--- src/rtl/ttt_pkg.sv ---
// ---------------------------------------------------------------------------
// ttt_pkg
// Shared definitions for the tic-tac-toe game controller:
//   - move command codes presented on the 'move' port
//   - display colour codes (defaults for the controller's colour parameters)
//   - 2-bit board cell encoding (also used as the player / winner encoding)
//   - FSM state codes
//   - helpers for cell indexing, display-word packing and line membership
// Cells are indexed row-major: index = row*3 + col, (c0,r0) is index 0.
// ---------------------------------------------------------------------------
package ttt_pkg;

    // Command codes
    localparam logic [2:0] MV_UP    = 3'b000;
    localparam logic [2:0] MV_LEFT  = 3'b001;
    localparam logic [2:0] MV_DOWN  = 3'b010;
    localparam logic [2:0] MV_RIGHT = 3'b011;
    localparam logic [2:0] MV_PLACE = 3'b100;
    localparam logic [2:0] MV_NONE  = 3'b111;

    // Colour codes
    localparam logic [2:0] COL_BLANK  = 3'b000;
    localparam logic [2:0] COL_RED    = 3'b001;
    localparam logic [2:0] COL_BLUE   = 3'b010;
    localparam logic [2:0] COL_GREEN  = 3'b011;
    localparam logic [2:0] COL_CYAN   = 3'b101;
    localparam logic [2:0] COL_YELLOW = 3'b110;

    // Cell contents; the same codes identify the player and the winner
    localparam logic [1:0] CELL_EMPTY = 2'b00;
    localparam logic [1:0] CELL_P1    = 2'b01;
    localparam logic [1:0] CELL_P2    = 2'b10;

    // Controller states
    typedef logic [2:0] state_t;
    localparam state_t ST_CLEAR     = 3'd0;
    localparam state_t ST_PAINT_CUR = 3'd1;
    localparam state_t ST_IDLE      = 3'd2;
    localparam state_t ST_RESTORE   = 3'd3;
    localparam state_t ST_PAINT     = 3'd4;
    localparam state_t ST_CHECK     = 3'd5;
    localparam state_t ST_WIN_PAINT = 3'd6;
    localparam state_t ST_DONE      = 3'd7;

    // Row-major cell index of (col,row)
    function automatic logic [3:0] cell_index(input logic [1:0] col, input logic [1:0] row);
        return 4'(row) * 4'd3 + 4'(col);
    endfunction

    function automatic logic [1:0] cell_col(input logic [3:0] idx);
        case (idx)
            4'd0, 4'd3, 4'd6: return 2'd0;
            4'd1, 4'd4, 4'd7: return 2'd1;
            default:          return 2'd2;
        endcase
    endfunction

    function automatic logic [1:0] cell_row(input logic [3:0] idx);
        if (idx < 4'd3) begin
            return 2'd0;
        end else if (idx < 4'd6) begin
            return 2'd1;
        end
        return 2'd2;
    endfunction

    // Display write word: [7:6] column, [5:4] row, [2:0] colour, rest zero
    function automatic logic [31:0] make_target(input logic [1:0] col, input logic [1:0] row,
                                                input logic [2:0] colour);
        return {24'd0, col, row, 1'b0, colour};
    endfunction

    // k-th cell (k = 0..2, ascending index) of line 'line':
    // lines 0-2 are rows, 3-5 columns, 6 main diagonal, 7 anti-diagonal.
    function automatic logic [3:0] line_cell(input logic [2:0] line, input logic [1:0] k);
        case (line)
            3'd0, 3'd1, 3'd2: return 4'(line) * 4'd3 + 4'(k);
            3'd3, 3'd4, 3'd5: return 4'(line - 3'd3) + 4'(k) * 4'd3;
            3'd6:             return 4'(k) * 4'd4;
            default:          return 4'd2 + 4'(k) * 4'd2;
        endcase
    endfunction

endpackage

--- src/rtl/ttt_win_check.sv ---
// ---------------------------------------------------------------------------
// ttt_win_check
// Combinational three-in-a-row detector for one player.
// Ports:
//   board  [17:0] in  : cell i occupies bits [2i+1:2i], 00 empty / 01 P1 / 10 P2
//   player [1:0]  in  : player code to test (01 or 10)
//   hit           out : at least one line is fully owned by 'player'
//   line   [2:0]  out : lowest-numbered winning line (0 when hit is low)
// ---------------------------------------------------------------------------
module ttt_win_check
    import ttt_pkg::*;
(
    input  logic [17:0] board,
    input  logic [1:0]  player,
    output logic        hit,
    output logic [2:0]  line
);

    logic [7:0] line_hit;

    genvar gi;
    generate
        for (gi = 0; gi < 8; gi++) begin : g_line
            localparam int C0 = int'(line_cell(3'(gi), 2'd0));
            localparam int C1 = int'(line_cell(3'(gi), 2'd1));
            localparam int C2 = int'(line_cell(3'(gi), 2'd2));
            assign line_hit[gi] = (board[2*C0 +: 2] == player) &&
                                  (board[2*C1 +: 2] == player) &&
                                  (board[2*C2 +: 2] == player);
        end
    endgenerate

    // Scan from the top so the lowest-numbered hit is the one left standing.
    always_comb begin
        hit  = |line_hit;
        line = 3'd0;
        for (int i = 7; i >= 0; i--) begin
            if (line_hit[i]) begin
                line = 3'(i);
            end
        end
    end

endmodule

--- src/rtl/ttt_game_ctrl.sv ---
// ---------------------------------------------------------------------------
// ttt_game_ctrl
// Two-player tic-tac-toe controller driving a cell-addressed display.
// Ports:
//   CLK               in  : clock, rising edge
//   rst               in  : synchronous active-high reset
//   move       [2:0]  in  : command (up/left/right/down/place/none)
//   new_button        in  : command pending, held until move_ready
//   move_ready        out : one-cycle acknowledge of new_button
//   target     [31:0] out : display write {col[7:6], row[5:4], colour[2:0]}
//   target_save       out : one-cycle strobe qualifying target
//   game_over         out : game finished (win or draw)
//   winner     [1:0]  out : 00 none/draw, 01 player 1, 10 player 2
// All outputs are registered. target is zero whenever target_save is low.
// ---------------------------------------------------------------------------
module ttt_game_ctrl
    import ttt_pkg::*;
#(
    parameter logic [2:0] P1_COLOR      = COL_RED,
    parameter logic [2:0] P2_COLOR      = COL_BLUE,
    parameter logic [2:0] CUR_COLOR     = COL_GREEN,
    parameter logic [2:0] CUR_OCC_COLOR = COL_YELLOW,
    parameter logic [2:0] WIN_COLOR     = COL_CYAN
) (
    input  logic        CLK,
    input  logic        rst,
    input  logic [2:0]  move,
    input  logic        new_button,
    output logic        move_ready,
    output logic [31:0] target,
    output logic        target_save,
    output logic        game_over,
    output logic [1:0]  winner
);

    state_t      state_reg;
    logic [17:0] board_reg;
    logic [1:0]  col_reg;
    logic [1:0]  row_reg;
    logic [1:0]  dcol_reg;       // cursor destination, committed in RESTORE
    logic [1:0]  drow_reg;
    logic [1:0]  player_reg;
    logic [3:0]  count_reg;
    logic        armed_reg;
    logic [3:0]  step_reg;       // cell counter for CLEAR and WIN_PAINT
    logic [2:0]  win_line_reg;
    logic        move_ready_reg;
    logic [31:0] target_reg;
    logic        target_save_reg;
    logic        game_over_reg;
    logic [1:0]  winner_reg;

    logic [3:0]  cur_idx;
    logic [1:0]  cur_cell;
    logic [3:0]  win_cell;
    logic        win_hit;
    logic [2:0]  win_line;
    logic        ack_ok;

    assign cur_idx  = cell_index(col_reg, row_reg);
    assign cur_cell = board_reg[{cur_idx, 1'b0} +: 2];
    assign win_cell = line_cell(win_line_reg, step_reg[1:0]);
    // Never acknowledge on two consecutive cycles.
    assign ack_ok   = new_button && !move_ready_reg;

    ttt_win_check u_win_check (
        .board  (board_reg),
        .player (player_reg),
        .hit    (win_hit),
        .line   (win_line)
    );

    function automatic logic [2:0] mark_colour(input logic [1:0] mark);
        case (mark)
            CELL_P1: return P1_COLOR;
            CELL_P2: return P2_COLOR;
            default: return COL_BLANK;
        endcase
    endfunction

    always_ff @(posedge CLK) begin
        if (rst) begin
            state_reg       <= ST_CLEAR;
            board_reg       <= '0;
            col_reg         <= 2'd1;
            row_reg         <= 2'd1;
            dcol_reg        <= 2'd1;
            drow_reg        <= 2'd1;
            player_reg      <= CELL_P1;
            count_reg       <= 4'd0;
            armed_reg       <= 1'b0;
            step_reg        <= 4'd0;
            win_line_reg    <= 3'd0;
            move_ready_reg  <= 1'b0;
            target_reg      <= 32'd0;
            target_save_reg <= 1'b0;
            game_over_reg   <= 1'b0;
            winner_reg      <= CELL_EMPTY;
        end else begin
            // Strobes default low; target is only non-zero with its strobe.
            move_ready_reg  <= 1'b0;
            target_save_reg <= 1'b0;
            target_reg      <= 32'd0;

            case (state_reg)
                ST_CLEAR: begin
                    target_save_reg <= 1'b1;
                    target_reg      <= make_target(cell_col(step_reg), cell_row(step_reg), COL_BLANK);
                    if (step_reg == 4'd8) begin
                        step_reg  <= 4'd0;
                        state_reg <= ST_PAINT_CUR;
                    end else begin
                        step_reg <= step_reg + 4'd1;
                    end
                end

                ST_PAINT_CUR: begin
                    target_save_reg <= 1'b1;
                    target_reg      <= make_target(col_reg, row_reg, CUR_COLOR);
                    state_reg       <= ST_IDLE;
                end

                ST_IDLE: begin
                    // The command is sampled on the acknowledge edge itself.
                    if (ack_ok) begin
                        move_ready_reg <= 1'b1;
                        if (armed_reg && move != MV_NONE) begin
                            armed_reg <= 1'b0;
                            dcol_reg  <= col_reg;
                            drow_reg  <= row_reg;
                            case (move)
                                MV_UP: begin
                                    if (row_reg != 2'd0) begin
                                        drow_reg  <= row_reg - 2'd1;
                                        state_reg <= ST_RESTORE;
                                    end
                                end
                                MV_DOWN: begin
                                    if (row_reg != 2'd2) begin
                                        drow_reg  <= row_reg + 2'd1;
                                        state_reg <= ST_RESTORE;
                                    end
                                end
                                MV_LEFT: begin
                                    if (col_reg != 2'd0) begin
                                        dcol_reg  <= col_reg - 2'd1;
                                        state_reg <= ST_RESTORE;
                                    end
                                end
                                MV_RIGHT: begin
                                    if (col_reg != 2'd2) begin
                                        dcol_reg  <= col_reg + 2'd1;
                                        state_reg <= ST_RESTORE;
                                    end
                                end
                                MV_PLACE: begin
                                    if (cur_cell == CELL_EMPTY) begin
                                        board_reg[{cur_idx, 1'b0} +: 2] <= player_reg;
                                        count_reg <= count_reg + 4'd1;
                                        state_reg <= ST_CHECK;
                                    end
                                end
                                default: begin
                                end
                            endcase
                        end
                    end
                end

                ST_RESTORE: begin
                    // Repaint the cell the cursor leaves with its mark colour.
                    // After a drawing move the destination equals the cursor,
                    // so this write is the last mark and the game then ends.
                    target_save_reg <= 1'b1;
                    target_reg      <= make_target(col_reg, row_reg, mark_colour(cur_cell));
                    col_reg         <= dcol_reg;
                    row_reg         <= drow_reg;
                    state_reg       <= game_over_reg ? ST_DONE : ST_PAINT;
                end

                ST_PAINT: begin
                    target_save_reg <= 1'b1;
                    target_reg      <= make_target(col_reg, row_reg,
                                                   (cur_cell == CELL_EMPTY) ? CUR_COLOR : CUR_OCC_COLOR);
                    state_reg       <= ST_IDLE;
                end

                ST_CHECK: begin
                    if (win_hit) begin
                        winner_reg    <= player_reg;
                        game_over_reg <= 1'b1;
                        win_line_reg  <= win_line;
                        step_reg      <= 4'd0;
                        state_reg     <= ST_WIN_PAINT;
                    end else if (count_reg == 4'd9) begin
                        winner_reg    <= CELL_EMPTY;
                        game_over_reg <= 1'b1;
                        state_reg     <= ST_RESTORE;
                    end else begin
                        player_reg <= (player_reg == CELL_P1) ? CELL_P2 : CELL_P1;
                        state_reg  <= ST_PAINT;
                    end
                end

                ST_WIN_PAINT: begin
                    target_save_reg <= 1'b1;
                    target_reg      <= make_target(cell_col(win_cell), cell_row(win_cell), WIN_COLOR);
                    if (step_reg == 4'd2) begin
                        step_reg  <= 4'd0;
                        state_reg <= ST_DONE;
                    end else begin
                        step_reg <= step_reg + 4'd1;
                    end
                end

                ST_DONE: begin
                    if (ack_ok) begin
                        move_ready_reg <= 1'b1;
                    end
                end

                default: begin
                    state_reg <= ST_CLEAR;
                end
            endcase

            // Releasing the keys re-arms command execution.
            if (move == MV_NONE) begin
                armed_reg <= 1'b1;
            end
        end
    end

    assign move_ready  = move_ready_reg;
    assign target      = target_reg;
    assign target_save = target_save_reg;
    assign game_over   = game_over_reg;
    assign winner      = winner_reg;

endmodule

--- config.mk ---
export PLATFORM = sky130hd
export DESIGN_NAME = ttt_game_ctrl
export DESIGN_NICKNAME = d
export VERILOG_FILES = /design/src/rtl/ttt_pkg.sv /design/src/rtl/ttt_win_check.sv /design/src/rtl/ttt_game_ctrl.sv
export SDC_FILE = /design/constraint.sdc
export NUM_CORES = 1
export LEC_CHECK = 0
export CAP_MARGIN = 20
export CORE_MARGIN = 1.5
export CORE_UTILIZATION = 38
export DETAILED_ROUTE_END_ITERATION = 6
export GPL_ROUTABILITY_DRIVEN = 0
export PLACE_DENSITY = 0.57
export RECOVER_POWER = 25
export SYNTH_ARGS = -nofsm -noshare
export SYNTH_HDL_FRONTEND = slang
export SYNTH_SLANG_ARGS = --single-unit
export TNS_END_PERCENT = 10
--- constraint.sdc ---
create_clock -name CLK -period 3.35 [get_ports CLK]
set_input_delay 0.335 -clock CLK [delete_from_list [all_inputs] [get_ports CLK]]
set_output_delay 0.335 -clock CLK [all_outputs]
set_load 0.02 [all_outputs]
==> reports/metrics.csv <==
metric,value,unit
outcome,"finished, final reports clean",
drive_gt1_share,9.302,%
timing_max_transition_violations_final,0,
crit_path_max_fanout,9,
syn-mean-instance-area,8.181,µm²
peak_vdd_ir,0.2232,mV
grt_pass1_vias,3640,
clk_pin_slew,0.08,ns
synth.yosys.seq_area_share,24.56,%
crit_arrival,3.39,ns
die_y,111.6,µm
setup_viol_count_final,0,
worstPathRequired,3.58,ns
criticalPathCategory,reg -> reg,
total_power,1.660,mW
drcViolationCount,0,
cts-root-buf,sky130_fd_sc_hd__clkbuf_16,
largest_net_degree_at_the_start_of_global_routing,29,
setup_repair_after_global_routing_missed_its_margin,true,
largest_register_ff_count,18,
detail_route_antenna_nets,0,
dp.cells,694,
final-instance-count-excl-fill,702,
placeableCoreArea,11470,µm²
vias_per_cell,5.514,
power_per_cell_area,341.9,nW/µm²
ioPinCount,43,
skew,0.01402,ns
start_util,39.09,%
wire_length_of_the_first_global_routing_pass,18200,µm
antenna_found_initial,0,
synthDistinctLibCells,76,
port_buffers,17,
power_leakage,1.926,nW
fmaxAchievable,315.8,MHz
placed_area,4703,µm²
timing_hold_violations_final,0,
cts_sinks,55,
timing_worst_slew_pin_value,0.7364,ns
critical_path.endpoint_type,register,
final.min_clock_period,3.166,ns
area_growth,8.317,%
element_type_at_the_critical_path_start,register,
timing.final.crit_share,94.51,%
die-area,12460,µm²
dr_total_vias,3871,
synth_cells,548,
num_antenna_cells,0,
maxCapViolCount,0,
final_net_count,599,
post-cts-setup-buffers,0,
synth_async_sr_flop_share,0,%
dp.final_hpwl,8195,µm
maxSlewHeadroom,50.84,%
overflow,0,
clock_tree_from_tritoncts,built,
drt-initial-drc-count,268,
hold_path_class,reg -> reg,
synth_ff_type,sky130_fd_sc_hd__dfxtp_1,
syn-cell-area,4483,µm²
floorplan.rows,39,
tritoncts.num_buffers,5,
detailedRoute.firstPassIterationCount,4,
clkLatencyLatePin,0.30,ns
htree_num_levels,2,
drt-wirelength-per-cell,15.24,µm
track_usage,17.53,%
yosys_register_bits,55,
synth-warning-count,0,
most_common_cell_after_layout_fill_and_taps_aside,sky130_fd_sc_hd__dfxtp_1,
cts_buffer_depth,2,
routed_wirelength,10700,µm
design_area,4856,µm²
layout_common_cells,"55 x sky130_fd_sc_hd__dfxtp_1, 54 x sky130_fd_sc_hd__nand2_1, 42 x sky130_fd_sc_hd__nor2_1",
die_w,111.6,µm
synth-edff-count,0,
stage by stage:
stage          util [%]  setup slack [ns]  hold WS, ns   TNS [ns]
6_report          42.35            0.1838       0.4795          0
5_1_grt           42.35         -0.003133       0.5060  -0.003133
4_1_cts           42.32           0.09360       0.4746          0
3_5_place_dp      41.01            0.1529       0.4620          0
3_3_place_gp      41.01            0.2603       0.4531          0
2_1_floorplan         -            0.3078       0.4451          0
kinds of logic after synthesis:
kind of cell | synth area share (%)
compound gates | 17.92
buf+inv | 9.573
simple gates | 25.48
other cells | 0.08365
fa+ha+maj | 10.94
mux | 7.815
xor+xnor | 3.628
flops | 24.56
cell usage after synthesis, drive strengths merged (8+ instances only):
cell type   n  area share, %
dfxtp      55             25
a21oi      26            2.9
o211ai      9            1.5
o21ai      24            2.8
clkbuf     21            1.8
a22oi      10            1.7
ha         28            7.8
nand2      54            4.5
xor2       13            2.5
nor3       13            2.2
nand2b      8            1.1
nand3      27            3.0
buf        33            5.7
inv        23            1.9
or3        13            1.9
mux2i      26            5.8
nor2       46            4.5
a31oi       9            1.3
critical path, cell delays in order (launching register included):
cell and delay, ns:
sky130_fd_sc_hd__dfxtp_1 0.33, sky130_fd_sc_hd__fa_1 0.54, sky130_fd_sc_hd__ha_1 0.14, sky130_fd_sc_hd__inv_1 0.04, sky130_fd_sc_hd__fa_1 0.56, sky130_fd_sc_hd__buf_4 0.18
sky130_fd_sc_hd__nand2_1 0.06, sky130_fd_sc_hd__o221ai_1 0.23, sky130_fd_sc_hd__o21ai_2 0.18, sky130_fd_sc_hd__or3_4 0.48, sky130_fd_sc_hd__nor2_4 0.16, sky130_fd_sc_hd__mux2i_1 0.18
metal layers:
metal | track usage, % | up-vias | wire length, µm
li1 | - | 1930 | -
met1 | 24.97 | 1849 | 5409
met2 | 27.89 | 80 | 4760
met3 | 2.341 | 12 | 368
met4 | 4.810 | 0 | 155
met5 | 0 | - | 0
timing repair:
| item | in CTS | in global routing |
|---|---|---|
| resized for setup | 0 | 1 |
| hold buffers | 0 | 0 |
| endpoints found under the setup margin | 0 | 3 |
cell type report:
cell class,count,area [µm²]
Fill cell,1139,6611
Clock inverter,3,25.02
Inverter,24,90.09
Timing Repair Buffer,33,286.5
Clock buffer,5,125.1
Sequential cell,55,1101
Tap cell,143,178.9
Multi-Input combinational cell,439,3049
power by group:
| part | switching [mW] | internal (mW) |
|---|---|---|
| clock | 0.264 | 0.284 |
| combinational | 0.236 | 0.169 |
| sequential | 0.0274 | 0.679 |
path summary, 6_finish.rpt:
check	from	to	slack, ns	cells after the start
setup / recovery	col_reg[1]	board_reg[8]	0.18	11
hold / removal	armed_reg	armed_reg	0.48	2
setup reg to reg	col_reg[1]	board_reg[8]	0.18	11
hold reg to reg	armed_reg	armed_reg	0.48	2
Note: power is estimated with default switching activity, not from simulation.
